$ cat src/rtl/inst_rom_arbiter.sv
`default_nettype none
// ============================================================================
// Module      : inst_rom_arbiter
// Description : Shares one combinational instruction ROM between instruction
//               fetch and a data-side constant-table read port.
// Revision    : 1.0 - initial release
// ============================================================================
module inst_rom_arbiter #(
  parameter int ADDR_W    = 32,
  parameter int DATA_W    = 32,
  parameter int MAX_BURST = 4
) (
  input  logic              clk,
  input  logic              rst,
  input  logic              i_req,
  input  logic [ADDR_W-1:0] i_addr,
  output logic              i_gnt,
  output logic              i_rvalid,
  output logic [DATA_W-1:0] i_rdata,
  output logic              i_err,
  input  logic              d_req,
  input  logic [ADDR_W-1:0] d_addr,
  output logic              d_gnt,
  output logic              d_rvalid,
  output logic [DATA_W-1:0] d_rdata,
  output logic              d_err,
  output logic              stallreq_if,
  output logic              rom_ce,
  output logic [ADDR_W-1:0] rom_addr,
  input  logic [DATA_W-1:0] rom_data
);

  localparam logic [3:0] c_max_burst = 4'(MAX_BURST);

  logic [3:0]        r_burst_cnt;
  logic [3:0]        w_burst_nxt;
  logic              w_fetch_forced;
  logic [ADDR_W-1:0] w_sel_addr;
  logic              w_misaligned;

  // Fetch overrides the default data priority only once data has had its burst.
  assign w_fetch_forced = i_req && (r_burst_cnt == c_max_burst);
  assign d_gnt          = d_req && !w_fetch_forced;
  assign i_gnt          = i_req && !d_gnt;
  assign stallreq_if    = i_req && !i_gnt;

  assign w_sel_addr   = d_gnt ? d_addr : (i_gnt ? i_addr : '0);
  assign w_misaligned = |w_sel_addr[1:0];
  assign rom_addr     = w_sel_addr;
  assign rom_ce       = (d_gnt || i_gnt) && !w_misaligned;

  always_comb begin
    w_burst_nxt = r_burst_cnt;
    if (!i_req || i_gnt) begin
      w_burst_nxt = 4'd0;
    end else if (d_gnt && (r_burst_cnt < c_max_burst)) begin
      w_burst_nxt = r_burst_cnt + 4'd1;
    end
  end

  always_ff @(posedge clk or negedge rst) begin
    if (!rst) begin
      r_burst_cnt <= 4'd0;
      i_rvalid    <= 1'b0;
      i_rdata     <= '0;
      i_err       <= 1'b0;
      d_rvalid    <= 1'b0;
      d_rdata     <= '0;
      d_err       <= 1'b0;
    end else begin
      r_burst_cnt <= w_burst_nxt;
      i_rvalid    <= i_gnt;
      d_rvalid    <= d_gnt;
      // Only the winning port's response registers update; the loser holds.
      if (i_gnt) begin
        i_rdata <= w_misaligned ? '0 : rom_data;
        i_err   <= w_misaligned;
      end
      if (d_gnt) begin
        d_rdata <= w_misaligned ? '0 : rom_data;
        d_err   <= w_misaligned;
      end
    end
  end

endmodule
`default_nettype wire

$ cat config.mk
export PLATFORM = sky130hd
export DESIGN_NAME = inst_rom_arbiter
export DESIGN_NICKNAME = d
export VERILOG_FILES = /design/src/rtl/inst_rom_arbiter.sv
export SDC_FILE = /design/constraint.sdc
export NUM_CORES = 1
export LEC_CHECK = 0
export BUFFER_PORTS_ARGS = -buffer_cell sky130_fd_sc_hd__buf_2
export CORE_UTILIZATION = 49
export DETAILED_ROUTE_END_ITERATION = 6
export PLACE_DENSITY_LB_ADDON = 0.25
export SKIP_CTS_REPAIR_TIMING = 1
export SLEW_MARGIN = 25
export SYNTH_ARGS = -nofsm -noshare
export SYNTH_HDL_FRONTEND = slang
export SYNTH_SLANG_ARGS = --single-unit
$ cat constraint.sdc
create_clock -name clk -period 5.1 [get_ports clk]
set_clock_uncertainty 0.2 [all_clocks]
set_input_delay 1.02 -clock clk [delete_from_list [all_inputs] [get_ports clk]]
set_output_delay 1.02 -clock clk [all_outputs]
set_load 0.005 [all_outputs]
==> results of run 1 <==
-- per-layer routing --
metal / GRT usage (%) / up-vias / share of wire (%) / routed length [um]
met5: 0 / - / 0 / 0
met1: 32.24 / 1749 / 43 / 4539
met4: 11.40 / 0 / 2.5 / 267
li1: - / 1759 / - / -
met3: 6.187 / 21 / 6.7 / 709
met2: 42.54 / 147 / 48 / 5085
-- cell type report --
type | count | area, um2 | share of cell area [%]
clock inverters | 6 | 90.09 | 1.819
clock buffers | 10 | 127.6 | 2.576
flip-flops and latches | 72 | 1802 | 36.37
repair buffers | 210 | 1071 | 21.62
inverters | 70 | 262.8 | 5.304
well taps | 99 | 123.9 | 2.501
multi-input cells | 246 | 1476 | 29.81
-- layout by cell type, fill, tap and decap left out, drive strengths merged --
| master | n |
|---|---|
| a21oi | 5 |
| a22o | 1 |
| and2 | 1 |
| and3 | 1 |
| buf | 210 |
| bufinv | 2 |
| clkbuf | 10 |
| clkinv | 1 |
| clkinvlp | 1 |
| dfrtp | 72 |
| ha | 2 |
| inv | 72 |
| mux2i | 32 |
| nand2 | 65 |
| nand3 | 33 |
| nand3b | 1 |
| nand4 | 32 |
| nand4b | 1 |
| nor2 | 5 |
| o21ai | 65 |
| o32ai | 1 |
| xnor2 | 1 |
-- sequential cells by signal (all words and copies together) (netlist names) --
signal       cells
d_err            1
d_rdata         32
d_rvalid         1
i_err            1
i_rdata         32
i_rvalid         1
r_burst_cnt      4
-- path summary, 6_finish.rpt --
| path | end | slack, ns | depth (start not counted) |
|---|---|---|---|
| min in group asynchronous | i_rdata[22] | 0.59 | 1 |
| max in group asynchronous | d_rdata[24] | 3.49 | 1 |
| setup reg to reg | i_rdata[20] | 3.07 | 6 |
| setup / recovery | rom_addr[16] | 1.04 | 4 |
| hold / removal | d_err | 0.32 | 2 |
| hold reg to reg | d_err | 0.32 | 2 |
-- power by group --
group	switching, mW	internal [mW]	total, mW	leakage, nW
Clock	0.217	0.278	0.495	0.107
Combinational	0.135	0.110	0.244	1.57
Sequential	0.0209	0.610	0.631	0.962
Total	0.372	0.998	1.37	2.64
-- per-stage QoR --
stage,hold WS [ns],worst slack (ns)
finish,0.3167,1.039
global route,0.3386,0.9559
CTS,0.3212,1.097
detailed placement,0.3023,1.109
global placement,0.2950,1.203
floorplan,0.3051,2.055
-- worst min-delay path, cell delays in order (launching register included) --
cell and delay [ns]:
sky130_fd_sc_hd__dfrtp_1 0.34, sky130_fd_sc_hd__a21oi_1 0.05, sky130_fd_sc_hd__a21oi_2 0.09
-- cell families (layout without fill, tap and decap cells) --
logic type	after synthesis	after routing	synth area share [%]
AO/OA/AOI/OAI	72	72	11.90
buffers and inverters	106	296	13.00
flip-flops	72	72	48.02
adder cells (fa/ha/maj)	2	2	0.6668
XOR/XNOR	1	1	0.2335
AND/OR/NAND/NOR	139	139	17.64
multiplexers	32	32	8.536
==> impl_results.html, run 1 <==
<table>
<tr><th>Metric</th><th>Value</th></tr>
<tr><th colspan="2">Drt</th></tr>
<tr><td>Violation count after the first detailed-route iteration</td><td>170</td></tr>
<tr><td>Detailed-route vias per instance</td><td>5.156</td></tr>
<tr><td>DR DRC count</td><td>0</td></tr>
<tr><td>Routed wire length</td><td>10,600 um</td></tr>
<tr><td>Drt first pass iters</td><td>4</td></tr>
<tr><td>Wire length per cell</td><td>14.87 um</td></tr>
<tr><td>Number of nets with antenna violations after detailed routing</td><td>0</td></tr>
<tr><td>Vias</td><td>about 3,700</td></tr>
<tr><th colspan="2">Placement</th></tr>
<tr><td>Port-buffer cells</td><td>just over 200</td></tr>
<tr><td>Post-Place Cells</td><td>697</td></tr>
<tr><td>Final GP Congestion</td><td>~0.8</td></tr>
<tr><td>HPWL after detailed placement</td><td>around 7400 um</td></tr>
<tr><td>Total cell area at the placement stage</td><td>4736 um2</td></tr>
<tr><th colspan="2">Global route</th></tr>
<tr><td>All-Layer GR Usage</td><td>25.74%</td></tr>
<tr><td>Initial antenna violation count</td><td>0</td></tr>
<tr><td>Number of global-route vias before repair</td><td>3,189</td></tr>
<tr><td>Largest net degree at the start of global routing</td><td>73</td></tr>
<tr><td>First-pass GRT wire length</td><td>15,420 um</td></tr>
<tr><td>Overflow after GRT</td><td>0</td></tr>
<tr><th colspan="2">Logic synthesis</th></tr>
<tr><td>Post-synthesis cell type with the largest combined area</td><td>sky130_fd_sc_hd__dfrtp_1</td></tr>
<tr><td>Area share of the largest cell type after synthesis</td><td>48.02%</td></tr>
<tr><td>Mean instance size in the synthesized netlist</td><td>8.850 um2</td></tr>
<tr><td>Number of synthesized flops with an enable pin</td><td>0</td></tr>
<tr><td>Predominant post-synthesis flop cell</td><td>sky130_fd_sc_hd__dfrtp_1</td></tr>
<tr><td>Most frequently used cell type in the post-synthesis netlist</td><td>sky130_fd_sc_hd__dfrtp_1</td></tr>
<tr><td>Synthesized instance count</td><td>424</td></tr>
<tr><td>Most common library cells after synthesis</td><td>sky130_fd_sc_hd__dfrtp_1 (72), sky130_fd_sc_hd__inv_1 (70), sky130_fd_sc_hd__nand2_1 (65), sky130_fd_sc_hd__o21ai_0 (47), sky130_fd_sc_hd__nand3_1 (33)</td></tr>
<tr><td>Distinct cell type count of the synthesized netlist</td><td>26</td></tr>
<tr><td>Asr flop ratio synth</td><td>100.0%</td></tr>
<tr><td>Yosys Warn Count</td><td>0</td></tr>
<tr><td>Cell area after technology mapping</td><td>3752 um2</td></tr>
<tr><td>Register area share after synthesis</td><td>48.02%</td></tr>
<tr><td>Synthesized netlist net count</td><td>526</td></tr>
<tr><td>FF+latch count, synth</td><td>slightly above 70</td></tr>
<tr><td>Dominant cells by area after synthesis</td><td>sky130_fd_sc_hd__dfrtp_1 (48%), sky130_fd_sc_hd__mux2i_1 (8.5%), sky130_fd_sc_hd__inv_1 (7.0%)</td></tr>
<tr><th colspan="2">Worst hold path</th></tr>
<tr><td>Hold wc startpoint</td><td>d_err</td></tr>
<tr><td>Kind of path behind the tightest hold check</td><td>flop to flop</td></tr>
<tr><th colspan="2">Floorplan</th></tr>
<tr><td>Width of the chip</td><td>around 90 um</td></tr>
<tr><td>Number of rows in the core area</td><td>31</td></tr>
<tr><td>Ports</td><td>204</td></tr>
<tr><td>Initial standard-cell utilization of the core</td><td>between 50% and 60%</td></tr>
<tr><td>Floorplan core area</td><td>7331 um2</td></tr>
<tr><td>Total die area</td><td>8012 um2</td></tr>
<tr><td>Die height</td><td>89.51 um</td></tr>
<tr><th colspan="2">Worst setup path</th></tr>
<tr><td>Worst setup path startpoint</td><td>d_req</td></tr>
<tr><td>Kind of critical path</td><td>input pin to output port</td></tr>
<tr><td>Sort of element at the end of the critical path</td><td>output port</td></tr>
<tr><td>Slowest-stage cell, CP</td><td>sky130_fd_sc_hd__and2_4</td></tr>
<tr><td>Cell Chain, Critical Path</td><td>buf_2, and2_4, o21ai_0, buf_2</td></tr>
<tr><td>Startpoint of the worst-slack reg-to-reg timing path</td><td>r_burst_cnt[0]</td></tr>
<tr><td>Worst-path maximum fanout</td><td>69</td></tr>
<tr><td>Critical Path Max Stage Delay</td><td>0.80 ns</td></tr>
<tr><td>Largest delay share family, worst path</td><td>simple AND/OR/NAND/NOR gates</td></tr>
<tr><td>Crit path top cell by count</td><td>sky130_fd_sc_hd__buf_2</td></tr>
<tr><td>Buffer and inverter count on the worst path</td><td>2</td></tr>
<tr><td>WP data required</td><td>3.88 ns</td></tr>
<tr><td>Type of origin of the critical path</td><td>input pin</td></tr>
<tr><td>Worst EP arrival</td><td>2.84 ns</td></tr>
<tr><th colspan="2">STA</th></tr>
<tr><td>Ratio of final minimum period to clock period</td><td>79.62%</td></tr>
<tr><td>Final-report hold violation count</td><td>0</td></tr>
<tr><td>Worst slew margin relative to its limit</td><td>39.53%</td></tr>
<tr><td>Setup TNS Final</td><td>0 ns</td></tr>
<tr><td>Fmax achieved</td><td>246.3 MHz</td></tr>
<tr><td>Slew Viols, Final</td><td>0</td></tr>
<tr><td>Transition time at the pin with the least slew margin</td><td>around 0.9 ns</td></tr>
<tr><td>Setup-failing EPs final</td><td>0</td></tr>
<tr><td>RSZ-0062 raised after global routing</td><td>no</td></tr>
<tr><td>Time the worst path needs with I/O delays and setup</td><td>4.061 ns</td></tr>
<tr><th colspan="2">CTS</th></tr>
<tr><td>Buffer type at the clock tree root</td><td>sky130_fd_sc_hd__clkbuf_8</td></tr>
<tr><td>Clock tree from TritonCTS</td><td>yes</td></tr>
<tr><td>Buffers from clock root to sink, at most</td><td>2</td></tr>
<tr><td>Clock net sink count</td><td>72</td></tr>
<tr><td>Number of H-tree levels</td><td>3</td></tr>
<tr><td>Clock-pin transition on the worst setup and hold timing paths</td><td>0.07 ns</td></tr>
<tr><td>Cts bufs inserted</td><td>9</td></tr>
<tr><td>Worst skew pair latency</td><td>~0.33 ns</td></tr>
<tr><th colspan="2">Final layout</th></tr>
<tr><td>Post-route insts no fill</td><td>713</td></tr>
<tr><td>Layout cell share with drive strength beyond 1</td><td>40.55%</td></tr>
<tr><td># nets final</td><td>711</td></tr>
<tr><td>Fin util</td><td>67.57%</td></tr>
<tr><td>Total non-filler cell area in the finished layout</td><td>4954 um2</td></tr>
<tr><td>Layout area overhead</td><td>32.01%</td></tr>
<tr><td>Number of antenna cells inserted</td><td>0</td></tr>
<tr><td>Filler Cell Count</td><td>646</td></tr>
<tr><th colspan="2">Power and ir drop</th></tr>
<tr><td>Cell area power density</td><td>276.7 nW/um2</td></tr>
<tr><td>Leakage</td><td>2.638 nW</td></tr>
<tr><td>Maximum VDD drop</td><td>around 170 uV</td></tr>
<tr><td>Post-layout power</td><td>1.370 mW</td></tr>
<tr><th colspan="2">Outcome</th></tr>
<tr><td>Run status</td><td>finished, final reports clean</td></tr>
<tr><th colspan="2">Run</th></tr>
<tr><td>Maxcap violations</td><td>0</td></tr>
</table>
Power figures use the tool's default switching activity.
==> run 2: changes to the inputs <==
Settings changed: ABC_AREA set to 1, CORE_UTILIZATION 49 to 39.
Clock period 5.1 ns to 3.5 ns, I/O delays scaled along.
==> impl_results.html, run 2 <==
<table>
<tr><th>Metric</th><th>Value</th></tr>
<tr><th colspan="2">Outcome</th></tr>
<tr><td>Run status</td><td>finished, final reports clean</td></tr>
<tr><th colspan="2">CTS</th></tr>
<tr><td>Worst skew pair latency</td><td>between 0.3 and 0.4 ns</td></tr>
<tr><td>Buffers from clock root to sink, at most</td><td>2</td></tr>
<tr><td>Clock tree from TritonCTS</td><td>yes</td></tr>
<tr><td>Clock net sink count</td><td>72</td></tr>
<tr><td>Clock-pin transition on the worst setup and hold timing paths</td><td>0.08 ns</td></tr>
<tr><td>Buffer type at the clock tree root</td><td>sky130_fd_sc_hd__clkbuf_8</td></tr>
<tr><td>Number of H-tree levels</td><td>3</td></tr>
<tr><td>Cts bufs inserted</td><td>9</td></tr>
<tr><th colspan="2">Drt</th></tr>
<tr><td>Vias</td><td>between 3,000 and 4,000</td></tr>
<tr><td>Routed wire length</td><td>9847 um</td></tr>
<tr><td>Detailed-route vias per instance</td><td>4.932</td></tr>
<tr><td>DR DRC count</td><td>0</td></tr>
<tr><td>Wire length per cell</td><td>14.81 um</td></tr>
<tr><td>Number of nets with antenna violations after detailed routing</td><td>0</td></tr>
<tr><td>Violation count after the first detailed-route iteration</td><td>between 100 and 150</td></tr>
<tr><td>Drt first pass iters</td><td>4</td></tr>
<tr><th colspan="2">Worst hold path</th></tr>
<tr><td>Kind of path behind the tightest hold check</td><td>input pin to asynchronous set/reset pin</td></tr>
<tr><th colspan="2">Floorplan</th></tr>
<tr><td>Die height</td><td>about 93 um</td></tr>
<tr><td>Floorplan core area</td><td>7888 um2</td></tr>
<tr><td>Width of the chip</td><td>93.46 um</td></tr>
<tr><td>Ports</td><td>204</td></tr>
<tr><td>Initial standard-cell utilization of the core</td><td>41.35%</td></tr>
<tr><td>Number of rows in the core area</td><td>32</td></tr>
<tr><td>Total die area</td><td>8734 um2</td></tr>
<tr><th colspan="2">Worst setup path</th></tr>
<tr><td>Worst-path maximum fanout</td><td>25</td></tr>
<tr><td>Setup slack of the most critical reg-to-reg path</td><td>0.78 ns</td></tr>
<tr><td>Kind of critical path</td><td>flop to output port</td></tr>
<tr><td>Type of origin of the critical path</td><td>flop</td></tr>
<tr><td>Worst EP arrival</td><td>~2.3 ns</td></tr>
<tr><td>Sort of element at the end of the critical path</td><td>output port</td></tr>
<tr><td>WP data required</td><td>2.60 ns</td></tr>
<tr><td>Destination of the worst register-to-register timing path</td><td>d_rdata[25]</td></tr>
<tr><td>Startpoint of the worst-slack reg-to-reg timing path</td><td>r_burst_cnt[0]</td></tr>
<tr><td>Worst-case reg-to-reg path depth</td><td>14</td></tr>
<tr><th colspan="2">Final layout</th></tr>
<tr><td>Most frequent cells in the layout</td><td>sky130_fd_sc_hd__buf_2 (203), sky130_fd_sc_hd__nand2_1 (136), sky130_fd_sc_hd__dfrtp_1 (72)</td></tr>
<tr><td>Register cell area after layout</td><td>1802 um2</td></tr>
<tr><td>Layout cell share with drive strength beyond 1</td><td>43.69%</td></tr>
<tr><td>Layout area overhead</td><td>39.93%</td></tr>
<tr><td># nets final</td><td>660</td></tr>
<tr><td>Filler Cell Count</td><td>732</td></tr>
<tr><td>Area taken by multi-input logic gates</td><td>about 1300 um2</td></tr>
<tr><td>Most common library cell in the layout ignoring fill and taps</td><td>sky130_fd_sc_hd__buf_2</td></tr>
<tr><td>Number of antenna cells inserted</td><td>0</td></tr>
<tr><td>Registers with the highest flip-flop counts</td><td>d_rdata (32), i_rdata (32), r_burst_cnt (4)</td></tr>
<tr><th colspan="2">Logic synthesis</th></tr>
<tr><td>Predominant post-synthesis flop cell</td><td>sky130_fd_sc_hd__dfrtp_1</td></tr>
<tr><td>FF+latch count, synth</td><td>72</td></tr>
<tr><td>Synthesized instance count</td><td>359</td></tr>
<tr><td>Arithmetic-cell share of the synthesized area counting full adders, half adders and majority gates</td><td>0.7672%</td></tr>
<tr><td>Area fraction in and, or, nand and nor cells after synthesis</td><td>28.92%</td></tr>
<tr><td>Area fraction in compound gates after synthesis</td><td>8.899%</td></tr>
<tr><td>Post-synthesis cell type with the largest combined area</td><td>sky130_fd_sc_hd__dfrtp_1</td></tr>
<tr><td>Most common library cells after synthesis</td><td>sky130_fd_sc_hd__nand2_1 (136), sky130_fd_sc_hd__dfrtp_1 (72), sky130_fd_sc_hd__nand3_1 (58), sky130_fd_sc_hd__a22o_1 (30), sky130_fd_sc_hd__buf_2 (10)</td></tr>
<tr><td>Cell area after technology mapping</td><td>around 3300 um2</td></tr>
<tr><td>Mean instance size in the synthesized netlist</td><td>a little over 9 um2</td></tr>
<tr><td>Synthesized-area fraction occupied by xor and xnor cells</td><td>less than 1%</td></tr>
<tr><td>Area share of the largest cell type after synthesis</td><td>55.24%</td></tr>
<tr><td>Dominant cells by area after synthesis</td><td>sky130_fd_sc_hd__dfrtp_1 (55%), sky130_fd_sc_hd__nand2_1 (16%), sky130_fd_sc_hd__nand3_1 (8.9%)</td></tr>
<tr><td>Number of synthesized flops with an enable pin</td><td>0</td></tr>
<tr><td>Asr flop ratio synth</td><td>100.0%</td></tr>
<tr><td>Post-synthesis mux area share</td><td>0%</td></tr>
<tr><td>Yosys Warn Count</td><td>0</td></tr>
<tr><td>Most frequently used cell type in the post-synthesis netlist</td><td>sky130_fd_sc_hd__nand2_1</td></tr>
<tr><td>Synthesized netlist net count</td><td>~460</td></tr>
<tr><td>Distinct cell type count of the synthesized netlist</td><td>21</td></tr>
<tr><td>Combinational family with the most area after synthesis</td><td>simple AND/OR/NAND/NOR gates</td></tr>
<tr><td>Register area share after synthesis</td><td>55.24%</td></tr>
<tr><th colspan="2">Global route</th></tr>
<tr><td>Global route hottest layer</td><td>met2</td></tr>
<tr><td>Met3 Use GR</td><td>3.333%</td></tr>
<tr><td>Initial antenna violation count</td><td>0</td></tr>
<tr><td>Number of global-route vias before repair</td><td>3,128</td></tr>
<tr><td>Met1 Track Usage GR</td><td>25.95%</td></tr>
<tr><td>Overflow after GRT</td><td>0</td></tr>
<tr><td>M2 GR Usage</td><td>roughly 41%</td></tr>
<tr><td>First-pass GRT wire length</td><td>15,100 um</td></tr>
<tr><td>Largest net degree at the start of global routing</td><td>67</td></tr>
<tr><td>All-Layer GR Usage</td><td>22.79%</td></tr>
<tr><th colspan="2">STA</th></tr>
<tr><td>Final-report hold violation count</td><td>0</td></tr>
<tr><td>Setup TNS Final</td><td>0 ns</td></tr>
<tr><td>Transition time at the pin with the least slew margin</td><td>0.6731 ns</td></tr>
<tr><td>Fmax achieved</td><td>317.5 MHz</td></tr>
<tr><td>Ratio of final minimum period to clock period</td><td>90.00%</td></tr>
<tr><td>Time the worst path needs with I/O delays and setup</td><td>3.150 ns</td></tr>
<tr><td>Setup-failing EPs final</td><td>0</td></tr>
<tr><td>RSZ-0062 raised after global routing</td><td>no</td></tr>
<tr><td>Slew Viols, Final</td><td>0</td></tr>
<tr><td>Worst slew margin relative to its limit</td><td>55.13%</td></tr>
<tr><td>Min setup slack post-route</td><td>0.3500 ns</td></tr>
<tr><th colspan="2">Power and ir drop</th></tr>
<tr><td>Leakage</td><td>2.759 nW</td></tr>
<tr><td>Maximum VDD drop</td><td>176.7 uV</td></tr>
<tr><td>Cell area power density</td><td>458.9 nW/um2</td></tr>
<tr><th colspan="2">Placement</th></tr>
<tr><td>Port-buffer cells</td><td>203</td></tr>
<tr><td>DP Worst Slack</td><td>approximately 0.47 ns</td></tr>
<tr><td>HPWL after detailed placement</td><td>7262 um</td></tr>
<tr><td>Final GP Congestion</td><td>0.8237</td></tr>
<tr><th colspan="2">Run</th></tr>
<tr><td>Maxcap violations</td><td>0</td></tr>
</table>
[run 2: layer usage]
layer / part of all wire, % / up-vias / wire length (um)
met4: 3.4 / 0 / 334
met1: 38 / 1526 / 3787
li1: - / 1582 / -
met3: 5.6 / 19 / 551
met5: 0 / - / 0
met2: 53 / 153 / 5175
[run 2: critical path, stage by stage (launching register included)]
cell	delay, ns
sky130_fd_sc_hd__dfrtp_1	0.40
sky130_fd_sc_hd__inv_1	0.10
sky130_fd_sc_hd__ha_1	0.15
sky130_fd_sc_hd__nand2_1	0.05
sky130_fd_sc_hd__inv_1	0.05
sky130_fd_sc_hd__nand2_1	0.06
sky130_fd_sc_hd__nand2_1	0.09
sky130_fd_sc_hd__buf_4	0.20
sky130_fd_sc_hd__buf_4	0.30
sky130_fd_sc_hd__nand3_1	0.15
sky130_fd_sc_hd__nand2_2	0.12
sky130_fd_sc_hd__nor2_4	0.04
sky130_fd_sc_hd__o21a_1	0.09
sky130_fd_sc_hd__buf_2	0.12
[run 2: final cells by class]
type,count,share of cell area [%]
Clock buffer,10,3.015
Clock inverter,6,1.974
Timing Repair Buffer,215,24.23
Inverter,9,0.7401
Sequential cell,72,39.47
Multi-Input combinational cell,251,27.77
Tap cell,102,2.796
[run 2: cells by family after synthesis]
group / after synthesis
buffers and inverters: 36
adder cells (fa/ha/maj): 2
AND/OR/NAND/NOR: 213
AO/OA/AOI/OAI: 35
XOR/XNOR: 1
flip-flops: 72
[run 2: through the flow]
step / utilization [%] / instances / hold slack (ns) / area, um2 / power, mW
floorplan: - / 359 / 0.2044 / 3262 / 1.150
detailed placement: 54.98 / 649 / 0.2599 / 4337 / 1.379
finish: 57.87 / 665 / 0.1917 / 4564 / 2.094
global placement: 54.98 / 649 / 0.2568 / 4337 / 1.371
global route: 57.87 / 665 / 0.2262 / 4564 / 2.204
CTS: 57.87 / 665 / 0.1998 / 4564 / 2.129
[run 2: worst max path at each step]
stage | from | to | slack, ns | cells after the start
final | r_burst_cnt[0] | rom_ce | 0.35 | 13
after global routing | r_burst_cnt[0] | rom_ce | 0.13 | 13
after CTS | r_burst_cnt[0] | rom_ce | 0.32 | 13
after detailed placement | i_req | rom_ce | 0.47 | 12
after global placement | i_req | rom_addr[18] | 0.49 | 9
after floorplan | i_req | rom_ce | 0.97 | 10
[run 2: power by group]
group	internal (mW)	switching, mW
Clock	0.423	0.314
Combinational	0.184	0.218
Sequential	0.912	0.0427
Total	1.52	0.575
